File: config.mk
export PLATFORM = sky130hd
export DESIGN_NAME = mips_multicycle_ctrl
export DESIGN_NICKNAME = d
export VERILOG_FILES = /design/src/rtl/mips_multicycle_ctrl.sv
export SDC_FILE = /design/constraint.sdc
export NUM_CORES = 1
export LEC_CHECK = 0
export ABC_CLOCK_PERIOD_IN_PS = 5300
export BUFFER_PORTS_ARGS = -buffer_cell sky130_fd_sc_hd__buf_2
export CAP_MARGIN = 20
export CORE_AREA = 4 4 144 132
export CTS_BUF_LIST = sky130_fd_sc_hd__clkbuf_8 sky130_fd_sc_hd__clkbuf_16
export DETAILED_ROUTE_END_ITERATION = 8
export DIE_AREA = 0 0 148 136
export GPL_TIMING_DRIVEN = 0
export PLACE_DENSITY = 0.61
export SLEW_MARGIN = 15
export SYNTH_ARGS = -nofsm -noshare
export SYNTH_HDL_FRONTEND = slang
export SYNTH_SLANG_ARGS = --single-unit
File: constraint.sdc
create_clock -name clk -period 5.3 [get_ports clk]
set_input_delay 0.265 -clock clk [delete_from_list [all_inputs] [get_ports clk]]
set_output_delay 0.265 -clock clk [all_outputs]
set_load 0.005 [all_outputs]
File: src/rtl/mips_multicycle_ctrl.sv
// Multicycle control FSM for the matrix-multiply MIPS core.
// Fetches from a combinational instruction memory, decodes lw/sw/add/mul and
// sequences the register file, ALU, multi-cycle multiplier and data memory.
// Strobes and status outputs are registered from the next-state decode, so
// they line up exactly with the state they belong to.
module mips_multicycle_ctrl #(
    parameter logic [31:0] START_ADDR = 32'd0,
    parameter logic [31:0] END_ADDR   = 32'd360,
    parameter int          CNT_W      = 16
) (
    input  logic             clk,
    input  logic             rst_n,
    input  logic             start,
    input  logic             abort,
    output logic [31:0]      imem_addr,
    input  logic [31:0]      imem_data,
    output logic [4:0]       rf_raddr_a,
    output logic [4:0]       rf_raddr_b,
    output logic             rf_we,
    output logic [4:0]       rf_waddr,
    output logic [1:0]       wb_sel,
    output logic             alu_src_imm,
    output logic [31:0]      imm_ext,
    output logic             mul_start,
    input  logic             mul_done,
    output logic             dmem_re,
    output logic             dmem_we,
    input  logic             dmem_ready,
    output logic             busy,
    output logic             halted,
    output logic             error,
    output logic [CNT_W-1:0] retired
);

    typedef enum logic [3:0] {
        S_IDLE, S_FETCH, S_DECODE, S_EXEC, S_MULW,
        S_MEMRD, S_MEMWR, S_WB, S_HALT, S_ERR
    } state_t;

    typedef enum logic [2:0] {OP_ADD, OP_MUL, OP_LW, OP_SW, OP_ILL} op_t;

    localparam logic [5:0] OPC_RTYPE = 6'b000000;
    localparam logic [5:0] OPC_LW    = 6'b100011;
    localparam logic [5:0] OPC_SW    = 6'b101011;
    localparam logic [5:0] FN_ADD    = 6'b100000;
    localparam logic [5:0] FN_MUL    = 6'b011000;

    localparam logic [1:0] WB_ALU = 2'b00;
    localparam logic [1:0] WB_MEM = 2'b01;
    localparam logic [1:0] WB_MUL = 2'b10;

    function automatic op_t decode_op(input logic [31:0] ir);
        op_t op;
        op = OP_ILL;
        if (ir[31:26] == OPC_RTYPE) begin
            if (ir[5:0] == FN_ADD)      op = OP_ADD;
            else if (ir[5:0] == FN_MUL) op = OP_MUL;
        end else if (ir[31:26] == OPC_LW) begin
            op = OP_LW;
        end else if (ir[31:26] == OPC_SW) begin
            op = OP_SW;
        end
        return op;
    endfunction

    state_t           state_q, state_d;
    logic [31:0]      pc_q, pc_d;
    logic [31:0]      ir_q, ir_d;
    logic [CNT_W-1:0] retired_q, retired_d;
    logic             rf_we_q, rf_we_d;
    logic [1:0]       wb_sel_q, wb_sel_d;
    logic             alu_src_imm_q, alu_src_imm_d;
    logic             mul_start_q, mul_start_d;
    logic             dmem_re_q, dmem_re_d;
    logic             dmem_we_q, dmem_we_d;
    logic             busy_q, busy_d;
    logic             halted_q, halted_d;
    logic             error_q, error_d;

    op_t         op_cur;
    op_t         op_nxt;
    logic [31:0] pc_next;
    logic        retire;

    assign op_cur  = decode_op(ir_q);
    assign op_nxt  = decode_op(ir_d);
    assign pc_next = pc_q + 32'd4;

    // Next-state, PC, instruction and retire-count logic.
    // NOTE: every variable gets a default at the top so no path leaves one unassigned (no latches).
    always_comb begin
        state_d   = state_q;
        pc_d      = pc_q;
        ir_d      = ir_q;
        retired_d = retired_q;
        retire    = 1'b0;

        if (abort && state_q != S_ERR) begin
            state_d = S_IDLE;
        end else begin
            case (state_q)
                S_IDLE, S_HALT: begin
                    if (start) begin
                        state_d   = S_FETCH;
                        pc_d      = START_ADDR;
                        retired_d = '0;
                    end
                end
                S_FETCH: begin
                    ir_d    = imem_data;
                    state_d = S_DECODE;
                end
                S_DECODE: begin
                    case (op_cur)
                        OP_ADD, OP_LW, OP_SW: state_d = S_EXEC;
                        OP_MUL:               state_d = S_MULW;
                        default:              state_d = S_ERR;
                    endcase
                end
                S_EXEC: begin
                    case (op_cur)
                        OP_ADD:  state_d = S_WB;
                        OP_LW:   state_d = S_MEMRD;
                        OP_SW:   state_d = S_MEMWR;
                        default: state_d = S_ERR;
                    endcase
                end
                S_MULW:  if (mul_done)   state_d = S_WB;
                S_MEMRD: if (dmem_ready) state_d = S_WB;
                S_MEMWR: if (dmem_ready) retire  = 1'b1;
                S_WB:    retire = 1'b1;
                S_ERR:   state_d = S_ERR;
                default: state_d = S_IDLE;
            endcase

            if (retire) begin
                retired_d = (retired_q == '1) ? retired_q : retired_q + CNT_W'(1);
                pc_d      = pc_next;
                state_d   = (pc_next >= END_ADDR) ? S_HALT : S_FETCH;
            end
        end
    end

    // Registered outputs decoded from the state being entered.
    always_comb begin
        rf_we_d       = (state_d == S_WB);
        dmem_re_d     = (state_d == S_MEMRD);
        dmem_we_d     = (state_d == S_MEMWR);
        mul_start_d   = (state_d == S_MULW) && (state_q != S_MULW);
        alu_src_imm_d = (state_d == S_EXEC) && (op_nxt == OP_LW || op_nxt == OP_SW);
        wb_sel_d      = WB_ALU;
        if (state_d == S_WB) begin
            if (op_nxt == OP_MUL)     wb_sel_d = WB_MUL;
            else if (op_nxt == OP_LW) wb_sel_d = WB_MEM;
        end
        busy_d   = !(state_d == S_IDLE || state_d == S_HALT || state_d == S_ERR);
        halted_d = (state_d == S_HALT);
        error_d  = (state_d == S_ERR);
    end

    // State, datapath-control and output registers.
    // NOTE: sequential state uses non-blocking assignments so all flops update together.
    always_ff @(posedge clk or negedge rst_n) begin
        if (!rst_n) begin
            state_q       <= S_IDLE;
            pc_q          <= START_ADDR;
            ir_q          <= '0;
            retired_q     <= '0;
            rf_we_q       <= 1'b0;
            wb_sel_q      <= WB_ALU;
            alu_src_imm_q <= 1'b0;
            mul_start_q   <= 1'b0;
            dmem_re_q     <= 1'b0;
            dmem_we_q     <= 1'b0;
            busy_q        <= 1'b0;
            halted_q      <= 1'b0;
            error_q       <= 1'b0;
        end else begin
            state_q       <= state_d;
            pc_q          <= pc_d;
            ir_q          <= ir_d;
            retired_q     <= retired_d;
            rf_we_q       <= rf_we_d;
            wb_sel_q      <= wb_sel_d;
            alu_src_imm_q <= alu_src_imm_d;
            mul_start_q   <= mul_start_d;
            dmem_re_q     <= dmem_re_d;
            dmem_we_q     <= dmem_we_d;
            busy_q        <= busy_d;
            halted_q      <= halted_d;
            error_q       <= error_d;
        end
    end

    assign imem_addr   = pc_q;
    assign rf_raddr_a  = ir_q[20:16];
    assign rf_raddr_b  = (op_cur == OP_SW) ? ir_q[25:21] : ir_q[15:11];
    assign rf_waddr    = ir_q[25:21];
    assign imm_ext     = {{16{ir_q[15]}}, ir_q[15:0]};
    assign rf_we       = rf_we_q;
    assign wb_sel      = wb_sel_q;
    assign alu_src_imm = alu_src_imm_q;
    assign mul_start   = mul_start_q;
    assign dmem_re     = dmem_re_q;
    assign dmem_we     = dmem_we_q;
    assign busy        = busy_q;
    assign halted      = halted_q;
    assign error       = error_q;
    assign retired     = retired_q;

endmodule

==> results of run 1 <==
-- metal layers --
| layer | wire (microns) | vias up | part of all wire | GRT usage |
|---|---|---|---|---|
| li1 | - | 2397 | - | - |
| met4 | 170 | 2 | 0.011 | 0.0344 |
| met1 | 7440 | 2298 | 0.48 | 0.218 |
| met3 | 1190 | 16 | 0.076 | 0.0473 |
| met2 | 6800 | 169 | 0.44 | 0.235 |
| met5 | 13 | - | 0.00083 | 0 |
-- Yosys cell counts, drive strengths merged (4+ instances only) --
cell type	n	area share
nand4	22	0.032
o41ai	5	0.0092
clkbuf	17	0.011
nor2	37	0.025
nor4	14	0.026
nand3b	5	0.0068
inv	16	0.011
mux2	35	0.071
a31oi	10	0.012
o21ai	44	0.040
nand2	47	0.032
nor2b	4	0.0045
nor3	18	0.016
a21o	4	0.0054
nand3	22	0.020
dfrtp	92	0.41
a21oi	16	0.014
mux2i	4	0.0072
nand2b	5	0.0070
and4	7	0.011
xor2	10	0.016
or3	9	0.010
ha	4	0.0090
and3	12	0.014
o31ai	11	0.015
buf	60	0.075
xnor2	7	0.011
-- stage by stage --
| stage | total power, mW | instances |
|---|---|---|
| 6_report | 2.38 | 981 |
| 5_1_grt | 2.54 | 981 |
| 4_1_cts | 2.42 | 981 |
| 3_5_place_dp | 1.75 | 965 |
| 3_3_place_gp | 1.73 | 964 |
| 2_1_floorplan | 1.44 | 585 |
-- kinds of logic after synthesis --
| kind of cell | count (synthesis) | synth area share |
|---|---|---|
| xor+xnor | 17 | 0.0268 |
| mux | 39 | 0.0782 |
| compound gates | 115 | 0.135 |
| other cells | 1 | 0.000675 |
| fa+ha+maj | 4 | 0.00901 |
| simple gates | 223 | 0.239 |
| buf+inv | 93 | 0.0969 |
| flops | 92 | 0.415 |
-- area by class of cell --
class / count / area (sq um) / area share
multi-input combinational: 400 / 2720 / 0.394
sequential: 92 / 2300 / 0.334
timing repair buffer: 141 / 739 / 0.107
buffer: 77 / 478 / 0.0694
tap: 240 / 300 / 0.0436
clock buffer: 10 / 239 / 0.0347
inverter: 16 / 60.1 / 0.00872
clock inverter: 5 / 53.8 / 0.00781
-- worst paths after layout --
path	slack, ns	endpoint	from	cells past startpoint
setup / recovery	2.28	mul_start	imem_addr[2]	9
hold / removal	0.15	ir_q[6]	imem_data[6]	2
setup reg to reg	2.28	mul_start	imem_addr[2]	9
hold reg to reg	0.51	ir_q[17]	ir_q[17]	1
max in group asynchronous	4.34	retired[11]	rst_n	3
min in group asynchronous	0.33	dmem_we	rst_n	2
-- state kept, by name (all words and copies together), names as in the netlist --
register	cells
retired	16
alu_src_imm	1
busy	1
imem_addr	30
rf_we	1
ir_q	32
error	1
dmem_re	1
state_q	4
halted	1
mul_start	1
wb_sel	2
dmem_we	1
-- power by group --
group / leakage [nW] / switching, mW / total [mW] / internal (mW)
sequential: 1.22 / 0.105 / 0.940 / 0.835
clock: 0.148 / 0.278 / 0.652 / 0.375
combinational: 1.92 / 0.301 / 0.789 / 0.488
total: 3.28 / 0.685 / 2.38 / 1.70
-- worst register-to-register path: cells and delay by family (launching register included) --
family        cells  cell delay, ns
xor+xnor          1            0.20
fa+ha+maj         1            0.18
buf+inv           1            0.18
flops             1            0.49
simple gates      6            1.83
==> results.py, run 1 <==
metrics = {
    "clock_tree": {
        "clock-sinks": 92,
        "insertion_delay_ns": 0.35,
        "ctsRootBufferMaster": "clkbuf_16",
        "cts_made_buffers": 9,
        "cts_resized": 0,
        "clock_path_buffers": 2,
        "cts_setup_buffers": 0,
        "holdBufCountCts": 1,
        "cts_tree": "done",
        "h-tree-depth": 3,
        "path_clk_slew_ns": 0.07,
    },
    "drt": {
        "first_pass_iters": 8,
        "drt-initial-drc-count": 265,
        "vias": 4882,
        "via_per_inst": 4.98,
        "routedWlPerCell_microns": 15.9,
        "remaining_drc_errors": 0,
        "ant_nets": 0,
        "routed_wl_microns": 15600,
    },
    "layout": {
        "antennaDiodeCount": 0,
        "fillerInstances": 1828,
        "post-route-util": 0.394,
        "syn_to_final_growth_pct": 24.1,
        "post-route-cell-area_sq_um": 6890,
        "nets": 779,
        "final_common_cell": "buf_2",
        "drive_above_1_share": 0.354,
        "layout_common_cells": "151 x buf_2, 92 x dfrtp_1, 46 x nand2_1",
    },
    "timing": {
        "clock_skew_ns": 0.00815,
        "grt_setup_unrepaired": "false",
        "setup_tns_ns": 0,
        "layout_min_cycle_time_ns": 3.02,
        "worstMarginPinSlew_ns": 0.927,
        "max_freq_mhz": 331,
        "relSlewSlack": 0.379,
        "setup_slack_ns": 2.28,
        "setup_violations": 0,
        "whs_ns": 0.151,
        "final_hold_viol_count": 0,
        "maxSlewViolCount": 0,
        "period_share": 0.569,
    },
    "die": {
        "io_pins": 143,
        "die_w_microns": 148,
        "initial_utilization": 0.317,
        "dieArea_sq_um": 20100,
        "core-area_sq_um": 17500,
        "die_h_microns": 136,
        "rows": 46,
    },
    "hold_path": {
        "hp-class": "input pin to register",
    },
    "setup_path": {
        "cp_common_cell": "nor3_1",
        "critical-path-top-delay-family": "simple AND/OR/NAND/NOR gates",
        "cp-end-kind": "register",
        "worstPathArrival_ns": 3.23,
        "cp_max_fo": 9,
        "path_cells": "ha_1 > buf_2 > nand4_2 > nor3_1 > nand3_1 > xnor2_1 > or4_1 > nor4_1 > nor3_1",
        "crit_buf_inv": 1,
        "critPathMaxStageDelay_ns": 0.49,
        "start_kind": "register",
        "worst_path_max_delay_cell": "dfrtp_1",
        "criticalPathCategory": "register to register",
        "worstPathRequired_ns": 5.51,
    },
    "logic_synthesis": {
        "ys_types": 74,
        "synth_edf_count": 0,
        "synth-main-ff-cell": "dfrtp_1",
        "ys_warn_count": 0,
        "synth_seq_cells": 92,
        "ys_async_sr_fraction": 1.00,
        "syn_area_per_cell_sq_um": 9.51,
        "synth_seq_area_share": 0.415,
        "netlist_area_sq_um": 5550,
        "postSynthCellCount": 584,
    },
    "place": {
        "gp_congestion": 0.908,
        "port_buffers": 139,
        "place_ws_ns": 2.29,
        "placed_cell_area_sq_um": 6590,
        "post-dp-hpwl_microns": 11700,
    },
    "power": {
        "powerDensity_nw_per_um2": 346,
        "p_leak_nw": 3.28,
        "ir_drop_uv": 205,
    },
    "global_routing": {
        "antenna_found_initial": 1,
        "grt_pass1_vias": 4507,
        "grt_max_degree": 74,
        "grt_pass1_wl_microns": 24900,
        "overflow": 0,
        "grtUsageTotal": 0.155,
    },
    "job": {
        "cap_violations": 0,
    },
    "run_status": {
        "status": "complete, no violations",
    },
}
(Power assumes the default switching activity.)
==> inputs of run 2 (changes only) <==
Settings changed: ABC_CLOCK_PERIOD_IN_PS 5300 to 2800.
Clock period 5.3 ns to 2.8 ns, I/O delays scaled along.
==> results.py, run 2 (synthesized netlist as in run 1, its figures left out) <==
metrics = {
    "setup_path": {
        "critPathMaxStageDelay_ns": 0.46,
        "reg2reg_to": "halted",
        "rr_worst_depth": 11,
        "worstPathRequired_ns": 3.04,
        "worstPathArrival_ns": 2.92,
        "criticalPathCategory": "register to register",
        "cp_max_fo": 9,
        "cp-end-kind": "register",
        "cp_common_cell": "buf_2",
        "path_cells": "ha_1 > buf_2 > and4_1 > buf_2 > nand4_1 > buf_4 > nor2_1 > o311ai_1 > and4bb_1 > nand4_2 > a22o_1",
        "r2r-start": "imem_addr[2]",
        "regToRegSetupSlack_ns": 0.12,
        "worst_path_max_delay_cell": "dfrtp_2",
        "start_kind": "register",
    },
    "clock_tree": {
        "cts_made_buffers": 9,
        "h-tree-depth": 3,
        "clock_path_buffers": 2,
        "clock-sinks": 92,
        "ctsRootBufferMaster": "clkbuf_16",
        "cts_tree": "done",
        "insertion_delay_ns": 0.34,
        "path_clk_slew_ns": 0.07,
    },
    "run_status": {
        "status": "complete, no violations",
    },
    "power": {
        "p_clk_frac": 0.272,
        "ir_drop_uv": 384,
        "p_leak_nw": 3.39,
        "combPwrFrac": 0.333,
        "p_sw_mw": 1.29,
        "powerDensity_nw_per_um2": 641,
        "power_frac_seq": 0.394,
        "p_total_mw": 4.51,
        "intPower_mw": 3.22,
        "swShare": 0.286,
    },
    "timing": {
        "clock_skew_ns": 0.00757,
        "final_hold_viol_count": 0,
        "setup_violations": 0,
        "max_freq_mhz": 373,
        "setup_tns_ns": 0,
        "layout_min_cycle_time_ns": 2.68,
        "relSlewSlack": 0.548,
        "worstMarginPinSlew_ns": 0.678,
        "period_share": 0.957,
        "maxSlewViolCount": 0,
    },
    "layout": {
        "ff_latch_area_sq_um": 2310,
        "layout_common_cells": "151 x buf_2, 89 x dfrtp_1, 54 x buf_4",
        "nets": 789,
        "final_common_cell": "buf_2",
        "fillerInstances": 1805,
        "antennaDiodeCount": 0,
        "syn_to_final_growth_pct": 26.8,
        "drive_above_1_share": 0.379,
        "top_register": "ir_q",
        "multi_input_area_sq_um": 2790,
        "largest_reg_flops": 32,
    },
    "job": {
        "cap_violations": 0,
    },
    "global_routing": {
        "antenna_found_initial": 1,
        "met2_usage": 0.236,
        "grt_max_degree": 74,
        "overflow": 0,
        "met1_usage": 0.219,
        "grt_pass1_vias": 4524,
        "grtUsageMet3": 0.0467,
        "grtUsageTotal": 0.156,
        "grt_pass1_wl_microns": 25000,
        "gr-max-usage-layer": "met2",
    },
    "die": {
        "core-area_sq_um": 17500,
        "io_pins": 143,
        "dieArea_sq_um": 20100,
        "die_w_microns": 148,
        "initial_utilization": 0.317,
        "die_h_microns": 136,
        "rows": 46,
    },
    "drt": {
        "ant_nets": 0,
        "routedWlPerCell_microns": 15.8,
        "drt-initial-drc-count": 277,
        "first_pass_iters": 4,
        "vias": 4917,
        "routed_wl_microns": 15700,
        "remaining_drc_errors": 0,
        "via_per_inst": 4.96,
    },
    "hold_path": {
        "hp-class": "input pin to register",
        "worstHoldEndpoint": "ir_q[6]",
        "worstHoldPathCells": 2,
        "hold_path_startpoint": "imem_data[6]",
    },
    "place": {
        "port_buffers": 139,
        "gp_congestion": 0.908,
        "post-dp-hpwl_microns": 11700,
    },
}
run 2: cell types whose count changed in the layout (fill, tap and decap cells not counted), sizes merged:
cell | previous run | this run
buf | 200 | 210
run 2: metrics by stage:
step | setup slack, ns | hold slack [ns] | area (sq um) | std cells | util
CTS | 0.0131 | 0.00798 | 6920 | 983 | 0.396
detailed placement | -0.206 | 0.00750 | 6590 | 965 | 0.376
floorplan | 0.324 | -0.156 | 5560 | 585 | -
global route | -0.00525 | 0.00841 | 7040 | 991 | 0.402
finish | 0.120 | 0.0263 | 7040 | 991 | 0.402
global placement | -0.234 | 0.373 | 6550 | 964 | 0.374
run 2: per-layer routing:
metal  share of wire  vias to the layer above
li1                -                     2420
met1            0.46                     2304
met2            0.44                      176
met3           0.083                       15
met4           0.011                        2
met5         0.00083                        -
run 2: how the worst max path moves through the flow:
stage / from / end / slack [ns] / cells after the start
2_1_floorplan: imem_addr[2] / mul_start / 0.32 / 9
3_3_place_gp: imem_addr[2] / mul_start / -0.23 / 9
3_5_place_dp: imem_addr[2] / mul_start / -0.21 / 9
4_1_cts: state_q[3] / imem_addr[27] / 0.01 / 8
5_1_grt: imem_addr[3] / mul_start / -0.005 / 9
6_report: imem_addr[2] / halted / 0.12 / 11
run 2: critical path: cells and delay by family, from the launching register on:
| kind | cells | cell delay [ns] |
|---|---|---|
| buffers and inverters | 3 | 0.48 |
| flip-flops | 1 | 0.46 |
| AND/OR/NAND/NOR | 5 | 0.84 |
| adder cells (fa/ha/maj) | 1 | 0.20 |
| AO/OA/AOI/OAI | 2 | 0.58 |
run 2: power by group through the flow:
stage | registers [mW] | clock network [mW] | logic, mW
2_1_floorplan | 1.75 | 0 | 0.986
3_3_place_gp | 1.79 | 0 | 1.49
3_5_place_dp | 1.81 | 0 | 1.51
4_1_cts | 1.78 | 1.29 | 1.52
5_1_grt | 1.82 | 1.34 | 1.66
6_report | 1.78 | 1.23 | 1.51
run 2: layout make-up:
class,count,area share
buffer,77,0.0682
tap,240,0.0426
clock inverter,5,0.00764
inverter,16,0.00853
clock buffer,10,0.0339
sequential,92,0.327
multi-input combinational,400,0.396
timing repair buffer,151,0.116
run 2: repair_timing:
action	in CTS	in global routing
buffers inserted	2	8
gates resized for setup	4	17
setup endpoints to repair	5	24
hold buffers	1	0
pin swaps	3	5
hold endpoints to repair	92	0
==> inputs of run 3 (changes only) <==
Settings changed: CORE_AREA 4 4 144 132 to 4 4 137 139, DIE_AREA 0 0 148 136 to 0 0 141 143.
==> results.py, run 3 (synthesized netlist as in run 1, its figures left out) <==
metrics = {
    "timing": {
        "max_freq_mhz": 371,
        "maxSlewViolCount": 0,
        "whs_ns": 0.0186,
        "clock_skew_ns": 0.0113,
        "final_hold_viol_count": 0,
        "worstMarginPinSlew_ns": 0.690,
        "setup_slack_ns": 0.103,
        "setup_violations": 0,
        "setup_tns_ns": 0,
        "layout_min_cycle_time_ns": 2.70,
        "period_share": 0.963,
        "grt_setup_unrepaired": "false",
        "relSlewSlack": 0.538,
    },
    "layout": {
        "syn_to_final_growth_pct": 27.5,
        "drive_above_1_share": 0.386,
        "layout_common_cells": "150 x buf_2, 90 x dfrtp_1, 54 x buf_4",
        "top_register": "ir_q",
        "post-route-cell-area_sq_um": 7080,
        "fillerInstances": 1756,
        "final_common_cell": "buf_2",
        "largest_reg_flops": 32,
        "antennaDiodeCount": 0,
        "layout.cells.non_filler": 982,
        "nets": 790,
        "post-route-util": 0.401,
    },
    "place": {
        "port_buffers": 139,
        "placed_cell_area_sq_um": 6570,
        "post-dp-hpwl_microns": 11600,
        "gp_congestion": 0.871,
        "place_ws_ns": -0.135,
        "placed_cells": 954,
    },
    "power": {
        "ir_drop_uv": 409,
        "power_frac_seq": 0.396,
        "swShare": 0.292,
        "p_total_mw": 4.52,
        "combPwrFrac": 0.329,
        "p_sw_mw": 1.32,
        "powerDensity_nw_per_um2": 638,
        "p_leak_nw": 3.41,
        "p_clk_frac": 0.275,
        "intPower_mw": 3.20,
    },
    "setup_path": {
        "start_kind": "register",
        "criticalPathCategory": "register to register",
        "cp_max_fo": 9,
        "worstPathRequired_ns": 3.05,
        "cp-end-kind": "register",
        "worstPathArrival_ns": 2.95,
    },
    "clock_tree": {
        "ctsRootBufferMaster": "clkbuf_16",
        "h-tree-depth": 3,
        "cts_tree": "done",
        "path_clk_slew_ns": 0.07,
        "insertion_delay_ns": 0.36,
        "cts_made_buffers": 9,
        "clock-sinks": 92,
        "clock_path_buffers": 2,
    },
    "die": {
        "core-area_sq_um": 17700,
        "rows": 49,
        "initial_utilization": 0.314,
        "dieArea_sq_um": 20200,
        "die_w_microns": 141,
        "die_h_microns": 143,
        "io_pins": 143,
    },
    "global_routing": {
        "grt_pass1_vias": 4661,
        "grt_max_degree": 63,
        "antenna_found_initial": 0,
        "grt_pass1_wl_microns": 25200,
        "grtUsageTotal": 0.156,
        "overflow": 0,
    },
    "drt": {
        "routedWlPerCell_microns": 16.0,
        "remaining_drc_errors": 0,
        "first_pass_iters": 4,
        "drt-initial-drc-count": 318,
        "via_per_inst": 5.03,
        "ant_nets": 0,
        "routed_wl_microns": 15700,
        "vias": 4939,
    },
    "run_status": {
        "status": "complete, no violations",
    },
    "job": {
        "cap_violations": 0,
    },
    "hold_path": {
        "hp-class": "input pin to register",
    },
}
## run 3: changes by cell type in the layout (fill, tap and decap cells not counted), sizes merged
cell,change
clkinv,+4
inv,-2
buf,+1
clkbuf,-1
## run 3: what timing repair did
item                                   in CTS  in global routing
hold buffers                                1                  0
resized for setup                           1                 27
pin swaps                                   1                  9
endpoints found under the hold margin      30                  0
buffers inserted                            1                 10
setup endpoints to repair                   4                 12
## run 3: final cells by class
type                    instances  area, sq um  area share
multi-input cells             400         2830       0.399
flip-flops and latches         92         2300       0.325
repair buffers                152          826       0.117
plain buffers                  77          485      0.0686
well taps                     229          287      0.0405
clock buffers                   9          225      0.0318
clock inverters                 7         66.3     0.00936
inverters                      16         60.1     0.00848
## run 3: critical path, cell delays in order (launching register included)
cell and delay [ns]:
dfrtp_2 0.48, ha_4 0.18, buf_6 0.13, and4_1 0.19
buf_2 0.15, xnor2_1 0.13, a311oi_1 0.42, o211ai_1 0.18
and4bb_1 0.31, nand4_2 0.14, a22o_1 0.28
## run 3: final timing paths
kind | slack [ns] | cells after the start | end | from
worst max-delay path | 0.10 | 10 | halted | imem_addr[2]
worst min-delay path | 0.02 | 2 | ir_q[7] | imem_data[7]
worst max register to register | 0.10 | 10 | halted | imem_addr[2]
worst min register to register | 0.51 | 1 | ir_q[6] | ir_q[6]
max in group asynchronous | 1.95 | 3 | ir_q[21] | rst_n
min in group asynchronous | 0.22 | 2 | retired[9] | rst_n
## run 3: metal layers
layer | GRT usage | share of wire
met4 | 0.0520 | 0.014
met5 | 0 | 0
met3 | 0.0345 | 0.072
met2 | 0.248 | 0.46
met1 | 0.212 | 0.45
## run 3: power groups by stage
| stage | Clock, mW | Sequential [mW] | Combinational, mW |
|---|---|---|---|
| 3_5_place_dp | 0 | 1.82 | 1.50 |
| 4_1_cts | 1.29 | 1.79 | 1.51 |
| 2_1_floorplan | 0 | 1.75 | 0.986 |
| 5_1_grt | 1.34 | 1.84 | 1.65 |
| 6_report | 1.24 | 1.79 | 1.49 |
| 3_3_place_gp | 0 | 1.80 | 1.48 |
